File: src/rtl/tdm_demux.sv
// Time-division demultiplexer: steers a SOF-framed beat stream round-robin onto
// registered per-channel outputs. Optional even-parity check via TDM_DEMUX_PARITY_EN.
module tdm_demux #(
   parameter  int DATA_W = 8,
   parameter  int NUM_CH = 4,
   localparam int CH_W   = $clog2(NUM_CH)
) (
   input  logic                     clk,
   input  logic                     rst,
   input  logic                     in_valid,
   input  logic                     in_sof,
   input  logic [DATA_W-1:0]        in_data,
   output logic [NUM_CH*DATA_W-1:0] out_data,
   output logic [NUM_CH-1:0]        out_valid,
   output logic                     frame_done,
   output logic [CH_W-1:0]          ch_idx,
   output logic                     sync_err,
   output logic                     locked
`ifdef TDM_DEMUX_PARITY_EN
   ,
   input  logic                     in_par,
   output logic                     par_err
`endif
);

   // Handshake: valid-only, no back-pressure. A beat is consumed on every edge
   // where in_valid=1; in_sof/in_data (and in_par) are ignored when in_valid=0.

   typedef enum logic {IDLE, RUN} state_t;

   localparam logic [CH_W-1:0] LAST_CH = CH_W'(NUM_CH - 1);

   state_t          state_q, state_n;
   logic [CH_W-1:0] ch_idx_n;
   logic [CH_W-1:0] wr_ch;
   logic            wr_en;
   logic            frame_done_n;
   logic            sync_err_n;
   logic            par_bad;

`ifdef TDM_DEMUX_PARITY_EN
   assign par_bad = in_valid & (^{in_data, in_par});
`else
   assign par_bad = 1'b0;
`endif

   // locked doubles as the observable view of the two-state FSM.
   assign locked = (state_q == RUN);

   always_comb begin
      state_n      = state_q;
      ch_idx_n     = ch_idx;
      wr_en        = 1'b0;
      wr_ch        = '0;
      frame_done_n = 1'b0;
      sync_err_n   = 1'b0;
      if (in_valid && !par_bad) begin
         case (state_q)
            IDLE: begin
               if (in_sof) begin
                  wr_en    = 1'b1;
                  ch_idx_n = CH_W'(1);
                  state_n  = RUN;
               end
            end
            RUN: begin
               if (in_sof) begin
                  // Early SOF resyncs onto the new frame instead of dropping it.
                  wr_en      = 1'b1;
                  ch_idx_n   = CH_W'(1);
                  sync_err_n = (ch_idx != '0);
               end else if (ch_idx == '0) begin
                  sync_err_n = 1'b1;
                  state_n    = IDLE;
               end else begin
                  wr_en = 1'b1;
                  wr_ch = ch_idx;
                  if (ch_idx == LAST_CH) begin
                     ch_idx_n     = '0;
                     frame_done_n = 1'b1;
                  end else begin
                     ch_idx_n = ch_idx + 1'b1;
                  end
               end
            end
            default: state_n = IDLE;
         endcase
      end
   end

   always_ff @(posedge clk) begin
      if (rst) begin
         state_q    <= IDLE;
         ch_idx     <= '0;
         out_data   <= '0;
         out_valid  <= '0;
         frame_done <= 1'b0;
         sync_err   <= 1'b0;
      end else begin
         state_q    <= state_n;
         ch_idx     <= ch_idx_n;
         frame_done <= frame_done_n;
         sync_err   <= sync_err_n;
         out_valid  <= '0;
         for (int k = 0; k < NUM_CH; k++) begin
            if (wr_en && (wr_ch == CH_W'(k))) begin
               out_valid[k]                 <= 1'b1;
               out_data[k*DATA_W +: DATA_W] <= in_data;
            end
         end
      end
   end

`ifdef TDM_DEMUX_PARITY_EN
   always_ff @(posedge clk) begin
      if (rst) par_err <= 1'b0;
      else     par_err <= par_bad;
   end
`endif

endmodule
File: config.mk
export PLATFORM = sky130hd
export DESIGN_NAME = tdm_demux
export DESIGN_NICKNAME = d
export VERILOG_FILES = /design/src/rtl/tdm_demux.sv
export SDC_FILE = /design/constraint.sdc
export NUM_CORES = 1
export LEC_CHECK = 0
export ABC_AREA = 1
export ABC_CLOCK_PERIOD_IN_PS = 2950
export CAP_MARGIN = 10
export CORE_MARGIN = 2
export CORE_UTILIZATION = 50
export DETAILED_ROUTE_END_ITERATION = 10
export PLACE_DENSITY = 0.84
export SETUP_SLACK_MARGIN = 0.5
export SLEW_MARGIN = 20
export SYNTH_ARGS = -nofsm -noshare
export SYNTH_HDL_FRONTEND = slang
export SYNTH_SLANG_ARGS = --single-unit
File: constraint.sdc
create_clock -name clk -period 2.95 [get_ports clk]
set_input_delay 0.59 -clock clk [delete_from_list [all_inputs] [get_ports clk]]
set_output_delay 0.59 -clock clk [all_outputs]
set_load 0.02 [all_outputs]
======== Yosys cells after proc, flatten, opt, wreduce, memory -nomap -nowiden ========
Cells that the tools add are included.
operators by class
  add/subtract/negate cells ............... 1
  multipliers ............................. 0
  div/mod/pow operators ................... 0
  magnitude comparators ................... 0
  equality and inequality tests ........... 6
  shifts and indexed selects .............. 0
  muxes and demuxes ....................... 21
  bitwise operators ....................... 2
  reductions and logical operators ........ 10
operators with widths
  operator                                       number
  two-way mux 2 bit                              8
  two-way mux 1 bit                              11
  == test 2 bit, second input constant           3
  OR reduction 5 bit                             1
  logical AND 1 bit                              4
  zero test 2 bit                                2
  one-hot mux 2 bit (2 select lines)             1
  != test 3 bit, second input constant           1
  AND reduction 3 bit                            1
  OR reduction 3 bit                             1
  adder 2 x 1 -> 2 bit, second input constant    1
  == test 2 x 1 -> 1 bit, second input constant  1
  != test 2 bit, second input constant           1
  NOT 1 bit                                      2
  one-hot mux 1 bit (2 select lines)             1
  nonzero test 2 bit                             1
word-level totals
  flip-flop bits (word level) ............. 41
  latch bits .............................. 0
  RAM bits ................................ 0
  ROM bits ................................ 0
  output and inout port bits .............. 41
  logic and storage cells ................. 49
  memories ................................ 0

======== Longest topological paths before layout ========
Gate-level depths: netlist of the first run.
  word-level depth ........................ 8
  gate-level depth with buffers ........... 9
  mapped depth without buffers ............ 9

======== Least setup slack after synthesis of the first run ========
Ideal clock, no wire load.
  path type ............................... register to register
  start ................................... register ch_idx[0]
  end ..................................... register out_data[0]
  library setup time ...................... 110 ps
  arrival ................................. 1,550 ps
  data required time ...................... 2,840 ps
  path slack .............................. 1,290 ps
  stages on the path, launching flop included .. 10
  path buffers ............................ 1
  period minus slack after synthesis ...... 1,660 ps
  cell sequence ........................... dfxtp_1 -> inv_1 -> ha_1 -> nor2_2 -> nand3_4 -> buf_6 -> nand3_4 -> nand2_1 -> inv_1 -> nor2_1
on the way
  longest elaborated chain between the ends .. 7
ends and longest elaborated chain
  element                          line  text
  from (decl)                      16    output logic [CH_W-1:0] ch_idx,
  from (signal assigned)           101   ch_idx <= ch_idx_n;
  zero test 2 bit                  72    end else if (ch_idx == '0) begin
  two-way mux 2 bit                72
  two-way mux 2 bit                67    if (in_sof) begin
  two-way mux 2 bit                58    case (state_q)
  two-way mux 2 bit                57    if (in_valid && !par_bad) begin
  zero test 2 bit                  106   if (wr_en && (wr_ch == CH_W'(k))) begin
  logical AND 1 bit (*)            106
  to (signal, indexed assignment)  108   out_data[k*DATA_W +: DATA_W] <= in_data;
  to (decl)                        13    output logic [NUM_CH*DATA_W-1:0] out_data,
Mark *: on every way between the ends. The rest lies on a longest branch, timed or not.
A chain may end at the register's enable or synchronous reset.

======== Worst setup path after layout of the first run ========
  start ................................... register ch_idx[0]
  end ..................................... output port ch_idx[0]
No word-level cell between the ends.

==> results of run 1 <==
-- cell families after synthesis --
group,count (synthesis)
adders and majority gates,3
DFF,41
buffers and inverters,43
AOI/OAI and AO/OA,21
and+or+nand+nor,124
-- cell usage in the layout, fill, tap and decap left out --
cell             instances
o21ai_0                 19
inv_1                   32
dfxtp_1                 41
clkbuf_8                 1
nand2_1                 29
bufinv_16                1
nor3_1                   3
buf_4                    1
nor2_1                  61
nand2_4                  3
nor2_2                   1
nand3_1                  2
clkinvlp_4               1
a21oi_1                  2
nand3_4                  2
clkdlybuf4s50_1         52
nor2_4                   3
clkbuf_4                 5
nor4_1                   1
nand3_2                  1
clkinv_4                 1
inv_2                    3
nand2_2                  2
ha_1                     3
nand4_1                 16
-- final timing paths --
| check | cells after the start | startpoint | to | slack, ns |
|---|---|---|---|---|
| max | 1 | ch_idx[0]$_SDFFE_PP0P_ | ch_idx[0] | 0.84 |
| min | 2 | out_data[12]$_SDFFE_PP0P_ | out_data[12]$_SDFFE_PP0P_ | 0.50 |
| max reg2reg | 9 | ch_idx[0]$_SDFFE_PP0P_ | out_data[13]$_SDFFE_PP0P_ | 1.10 |
| min reg2reg | 2 | out_data[12]$_SDFFE_PP0P_ | out_data[12]$_SDFFE_PP0P_ | 0.50 |
-- report_power, final --
part           leakage, nW  switching, mW  internal, mW
sequential           0.333         0.0104         0.567
combinational        0.635         0.0845        0.0594
clock               0.0445          0.182         0.201
total                 1.01          0.277         0.828
-- per-layer routing --
layer,part of all wire,global-route usage,vias up
met1,0.44,0.2607,718
met2,0.46,0.3418,60
met4,0.024,0.09444,0
li1,-,-,834
met3,0.077,0.06786,13
met5,0,0,-
-- through the flow --
| step | cell area (um^2) | utilization | worst slack [ns] | instances | power (mW) |
|---|---|---|---|---|---|
| 5_1_grt | 2379 | 0.7128 | 0.7753 | 332 | 1.161 |
| 2_1_floorplan | 1747 | - | 1.290 | 232 | 0.6738 |
| 3_3_place_gp | 2290 | 0.6862 | 0.8274 | 324 | 0.7301 |
| 6_report | 2379 | 0.7128 | 0.8429 | 332 | 1.105 |
| 4_1_cts | 2379 | 0.7128 | 0.8289 | 332 | 1.113 |
| 3_5_place_dp | 2290 | 0.6862 | 0.7691 | 324 | 0.7327 |
-- area by class of cell --
class,instances,area (um^2)
tap,46,57.56
inverter,36,140.1
timing repair buffer,53,528.0
clock inverter,2,37.54
clock buffer,6,51.30
fill,275,958.4
multi-input combinational,148,743.2
sequential,41,820.8
-- flip-flops by register name (all words and copies together), names as in the netlist --
signal,count
sync_err,1
ch_idx,2
out_valid,4
frame_done,1
out_data,32
locked,1
==> impl_metrics.env, run 1 <==
export IMPL_status="finished clean"
export IMPL_crit_path_end_kind="primary output"
export IMPL_synth_compound_area_share=0.06017
export IMPL_muxShareOfSynthArea=0
export IMPL_yosysTopAreaCell="dfxtp_1"
export IMPL_yosys_warnings=0
export IMPL_num_vias=1625
export IMPL_start_util=0.5234
export IMPL_dieArea_mm2=0.003982
export IMPL_cts_buffers_inserted=5
export IMPL_synthDominantCellAreaShare=0.4699
export IMPL_ys_ff_latch=41
export IMPL_async_flop_share=0
export IMPL_drt_first_iter_violations=76
export IMPL_vdd_drop_max_mv=0.3955
export IMPL_maxClockFrequency_mhz=474.6
export IMPL_synth_yosys_seq_area_share=0.4699
export IMPL_first_global_vias=1470
export IMPL_synth_most_common_cell="nor2_1"
export IMPL_finalSetupViolCount=0
export IMPL_avgSynthCellArea_um2=7.529
export IMPL_synth_adder_area_share=0.02149
export IMPL_path_clk_slew_ns=0.12
export IMPL_cts_sinks=41
export IMPL_syn_area_mm2=0.001747
export IMPL_cp_num_buf_inv=1
export IMPL_antenna_found_initial=0
export IMPL_cp_required_ns=2.36
export IMPL_leakagePower_nw=1.012
export IMPL_grt_pass1_wl_mm=6.658
export IMPL_nNetsFinal=300
export IMPL_drc=0
export IMPL_synth_commonest_cells="61 x nor2_1, 41 x dfxtp_1, 32 x inv_1"
export IMPL_gp_congestion=0.8656
export IMPL_port_buffers=52
export IMPL_slew_headroom=0.7136
export IMPL_timing_setup_tns_ns=0
export IMPL_worstSetupPathType="flip-flop to primary output"
export IMPL_startpoint_type="flip-flop"
export IMPL_finalHoldViolations=0
export IMPL_cts_tree="yes"
export IMPL_die_h_um=63.11
export IMPL_ctsLongestPathBuffers=2
export IMPL_drive_above_1_share=0.08741
export IMPL_ys_types=23
export IMPL_clockRootBuffer="clkbuf_4"
export IMPL_grt_max_degree=24
export IMPL_cp_slowest_cell="clkdlybuf4s50_1"
export IMPL_cp_cell_sequence="clkdlybuf4s50_1"
export IMPL_whs_ns=0.4951
export IMPL_synth_xor_area_share=0
export IMPL_cts_setup_buffers=0
export IMPL_cts_max_level=2
export IMPL_wire_per_inst_um=11.56
export IMPL_syn_nets=247
export IMPL_arrival_ns=1.52
export IMPL_min_period_ns=2.107
export IMPL_row_count=21
export IMPL_synth_top_family_by_area="simple AND/OR/NAND/NOR gates"
export IMPL_clock_skew_ns=0.005181
export IMPL_rsz0062_at_grt="no"
export IMPL_cp_max_fo=7
export IMPL_routed_wl_mm=3.837
export IMPL_maxSlewViolCount=0
export IMPL_cts_repair_resize_count=0
export IMPL_syn_inst=232
export IMPL_synthSimpleGateAreaFrac=0.3438
export IMPL_fin_crit_sh=0.7143
export IMPL_synthTopCellsByArea="dfxtp_1 47%, nor2_1 13%, inv_1 6.9%, nand2_1 6.2%, nand4_1 5.7%"
export IMPL_tightestPinTransition_ns=0.4292
export IMPL_pwr_density_cell_mw_per_mm2=464.4
export IMPL_core_area_mm2=0.003337
export IMPL_area_delta_synth_final_pct=36.17
export IMPL_grtUsageTotal=0.2129
export IMPL_ant_nets=0
export IMPL_ioPinCount=53
export IMPL_yosys_most_used_dff="dfxtp_1"
export IMPL_cpPeakStageDelay_ns=0.66
export IMPL_cpLargestDelayFamily="buffers and inverters"
export IMPL_clk_latency_ns=0.35
export IMPL_vias_per_cell=4.895
export IMPL_overflow=0
export IMPL_die_x_um=63.11
export IMPL_place_detailed_hpwl_mm=2.871
export IMPL_max_cap_viol_count=0
export IMPL_synth_edf_count=0
export IMPL_cts_hold_buffers=0
export IMPL_dr_pass1_iters=5
export IMPL_diodes=0
export IMPL_hp_class="flip-flop to flip-flop"
(Power assumes the default switching activity.)
==> run 2: changes to the inputs <==
Settings changed: ABC_CLOCK_PERIOD_IN_PS 2950 to 2070, CORE_UTILIZATION 50 to 46, PLACE_DENSITY 0.84 to 0.79.
Clock period 2.95 ns to 2.07 ns, I/O delays scaled along.
==> run 2 against run 1 <==
Against the previous run:
- non-clock buffer count rose by 11
- hold slack got worse by 0.020 ns
- combinational power rose by 57%
- utilization fell by 2.9 points
- sequential power rose by 42%
- die area rose by 8.1%
- total power rose by 40%
- critical path depth rose by 7
- first-iteration DRC count fell by 7.9%
- global-route usage fell by 1.9 points
- cell count rose by 4.2%
==> impl_metrics.env, run 2 (synthesis results as in run 1) <==
export IMPL_start_util=0.4771
export IMPL_first_global_vias=1469
export IMPL_cts_sinks=41
export IMPL_ioPinCount=53
export IMPL_finalSetupViolCount=0
export IMPL_dp_cells=328
export IMPL_routed_wl_mm=3.936
export IMPL_leakagePower_nw=1.278
export IMPL_min_period_ns=1.475
export IMPL_drt_first_iter_violations=70
export IMPL_ant_nets=0
export IMPL_startpoint_type="flip-flop"
export IMPL_cts_max_level=2
export IMPL_rsz0062_at_grt="yes"
export IMPL_cp_cell_sequence="inv_1, ha_2, nor2_4, nand3_4, buf_4, nand2_2, o21ai_0, nor2_1"
export IMPL_wire_per_inst_um=11.38
export IMPL_vdd_drop_max_mv=0.4411
export IMPL_cpPeakStageDelay_ns=0.37
export IMPL_dr_pass1_iters=4
export IMPL_gp_congestion=0.8060
export IMPL_tightestPinTransition_ns=0.3058
export IMPL_pwr_density_cell_mw_per_mm2=617.5
export IMPL_fin_crit_sh=0.7123
export IMPL_clockRootBuffer="clkbuf_8"
export IMPL_cts_buffers_inserted=5
export IMPL_diodes=0
export IMPL_core_area_mm2=0.003661
export IMPL_slew_headroom=0.7943
export IMPL_finalHoldViolations=0
export IMPL_num_vias=1647
export IMPL_reg_top3="out_data: 32 flops, out_valid: 4 flops, ch_idx: 2 flops"
export IMPL_worstSetupPathType="flip-flop to flip-flop"
export IMPL_port_buffers=52
export IMPL_nNetsFinal=312
export IMPL_arrival_ns=1.71
export IMPL_largest_reg_flops=32
export IMPL_hp_class="flip-flop to flip-flop"
export IMPL_top_register="out_data"
export IMPL_area_delta_synth_final_pct=43.34
export IMPL_timing_setup_tns_ns=0
export IMPL_ctsLongestPathBuffers=2
export IMPL_cts_hold_buffers=0
export IMPL_grt_pass1_wl_mm=6.492
export IMPL_status="finished clean"
export IMPL_antenna_found_initial=0
export IMPL_cp_slowest_cell="dfxtp_4"
export IMPL_clock_skew_ns=0.007154
export IMPL_fin_cells=346
export IMPL_overflow=0
export IMPL_max_cap_viol_count=0
export IMPL_cp_required_ns=2.30
export IMPL_grtUsageTotal=0.1935
export IMPL_drc=0
export IMPL_die_x_um=65.62
export IMPL_crit_path_end_kind="flip-flop"
export IMPL_row_count=22
export IMPL_maxClockFrequency_mhz=678.2
export IMPL_maxSlewViolCount=0
export IMPL_path_clk_slew_ns=0.08
export IMPL_vias_per_cell=4.760
export IMPL_clk_latency_ns=0.29
export IMPL_dieArea_mm2=0.004306
export IMPL_mostFrequentLayoutCells="59 x nor2_1, 42 x dlygate4sd2_1, 38 x dfxtp_1"
export IMPL_grt_max_degree=33
export IMPL_place_detailed_hpwl_mm=2.721
export IMPL_drive_above_1_share=0.1510
export IMPL_cp_max_fo=7
export IMPL_cts_tree="yes"
export IMPL_final_common_cell="nor2_1"
export IMPL_die_h_um=65.62
run 2: cell types whose count changed in the layout (fill, tap and decap cells not counted), sizes merged:
cell           previous run  this run
bufinv                    1         0
clkinv                    1         3
clkdlybuf4s50            52         9
dlygate4sd2               0        42
clkbuf                    6         5
nand2                    34        35
dlymetal6s2s              0         1
buf                       1        12
run 2: where the power goes:
| part | internal [mW] | leakage, nW | switching [mW] |
|---|---|---|---|
| combinational | 0.0929 | 0.900 | 0.133 |
| clock | 0.232 | 0.0439 | 0.267 |
| sequential | 0.807 | 0.334 | 0.0129 |
run 2: repair_timing:
action,in CTS,in global routing
resized for setup,44,19
gates cloned,0,1
setup endpoints to repair,64,33
pin swaps,2,9
buffers inserted,2,7
run 2: worst max-delay path: cells and delay by family (launching register included):
family | cells | cell delay [ns]
buffers and inverters | 2 | 0.24
AND/OR/NAND/NOR | 4 | 0.49
flip-flops | 1 | 0.37
adder cells (fa/ha/maj) | 1 | 0.21
AO/OA/AOI/OAI | 1 | 0.09
run 2: through the flow:
| stage | hold WS, ns | instance area [um^2] | power, mW | utilization | setup WS (ns) |
|---|---|---|---|---|---|
| floorplan | 0.4864 | 1749 | 0.9609 | - | 0.5594 |
| global placement | 0.4628 | 2335 | 1.052 | 0.6377 | 0.1899 |
| detailed placement | 0.4722 | 2335 | 1.055 | 0.6377 | 0.1561 |
| CTS | 0.4837 | 2406 | 1.540 | 0.6572 | 0.5107 |
| global route | 0.5064 | 2504 | 1.625 | 0.6839 | 0.4610 |
| finish | 0.4750 | 2504 | 1.546 | 0.6839 | 0.5955 |
run 2: cell type report:
type	count	area [um^2]
multi-input cells	149	787.0
clock inverters	3	17.52
repair buffers	64	598.1
clock buffers	5	68.82
well taps	48	60.06
flip-flops and latches	41	829.5
fillers	319	1157
inverters	36	142.6
run 2: per-layer routing:
layer	wire length, um	global-route usage
met2	1826	0.3232
met5	0	0
met1	1813	0.2476
met4	68	0.06510
met3	227	0.03938
run 2: final timing paths:
kind / from / to / slack [ns] / cells after the start
setup / recovery: ch_idx[0]$_SDFFE_PP0P_ / out_data[23]$_SDFFE_PP0P_ / 0.60 / 8
hold reg to reg: out_data[11]$_SDFFE_PP0P_ / out_data[11]$_SDFFE_PP0P_ / 0.47 / 2
setup reg to reg: ch_idx[0]$_SDFFE_PP0P_ / out_data[23]$_SDFFE_PP0P_ / 0.60 / 8
hold / removal: out_data[11]$_SDFFE_PP0P_ / out_data[11]$_SDFFE_PP0P_ / 0.47 / 2
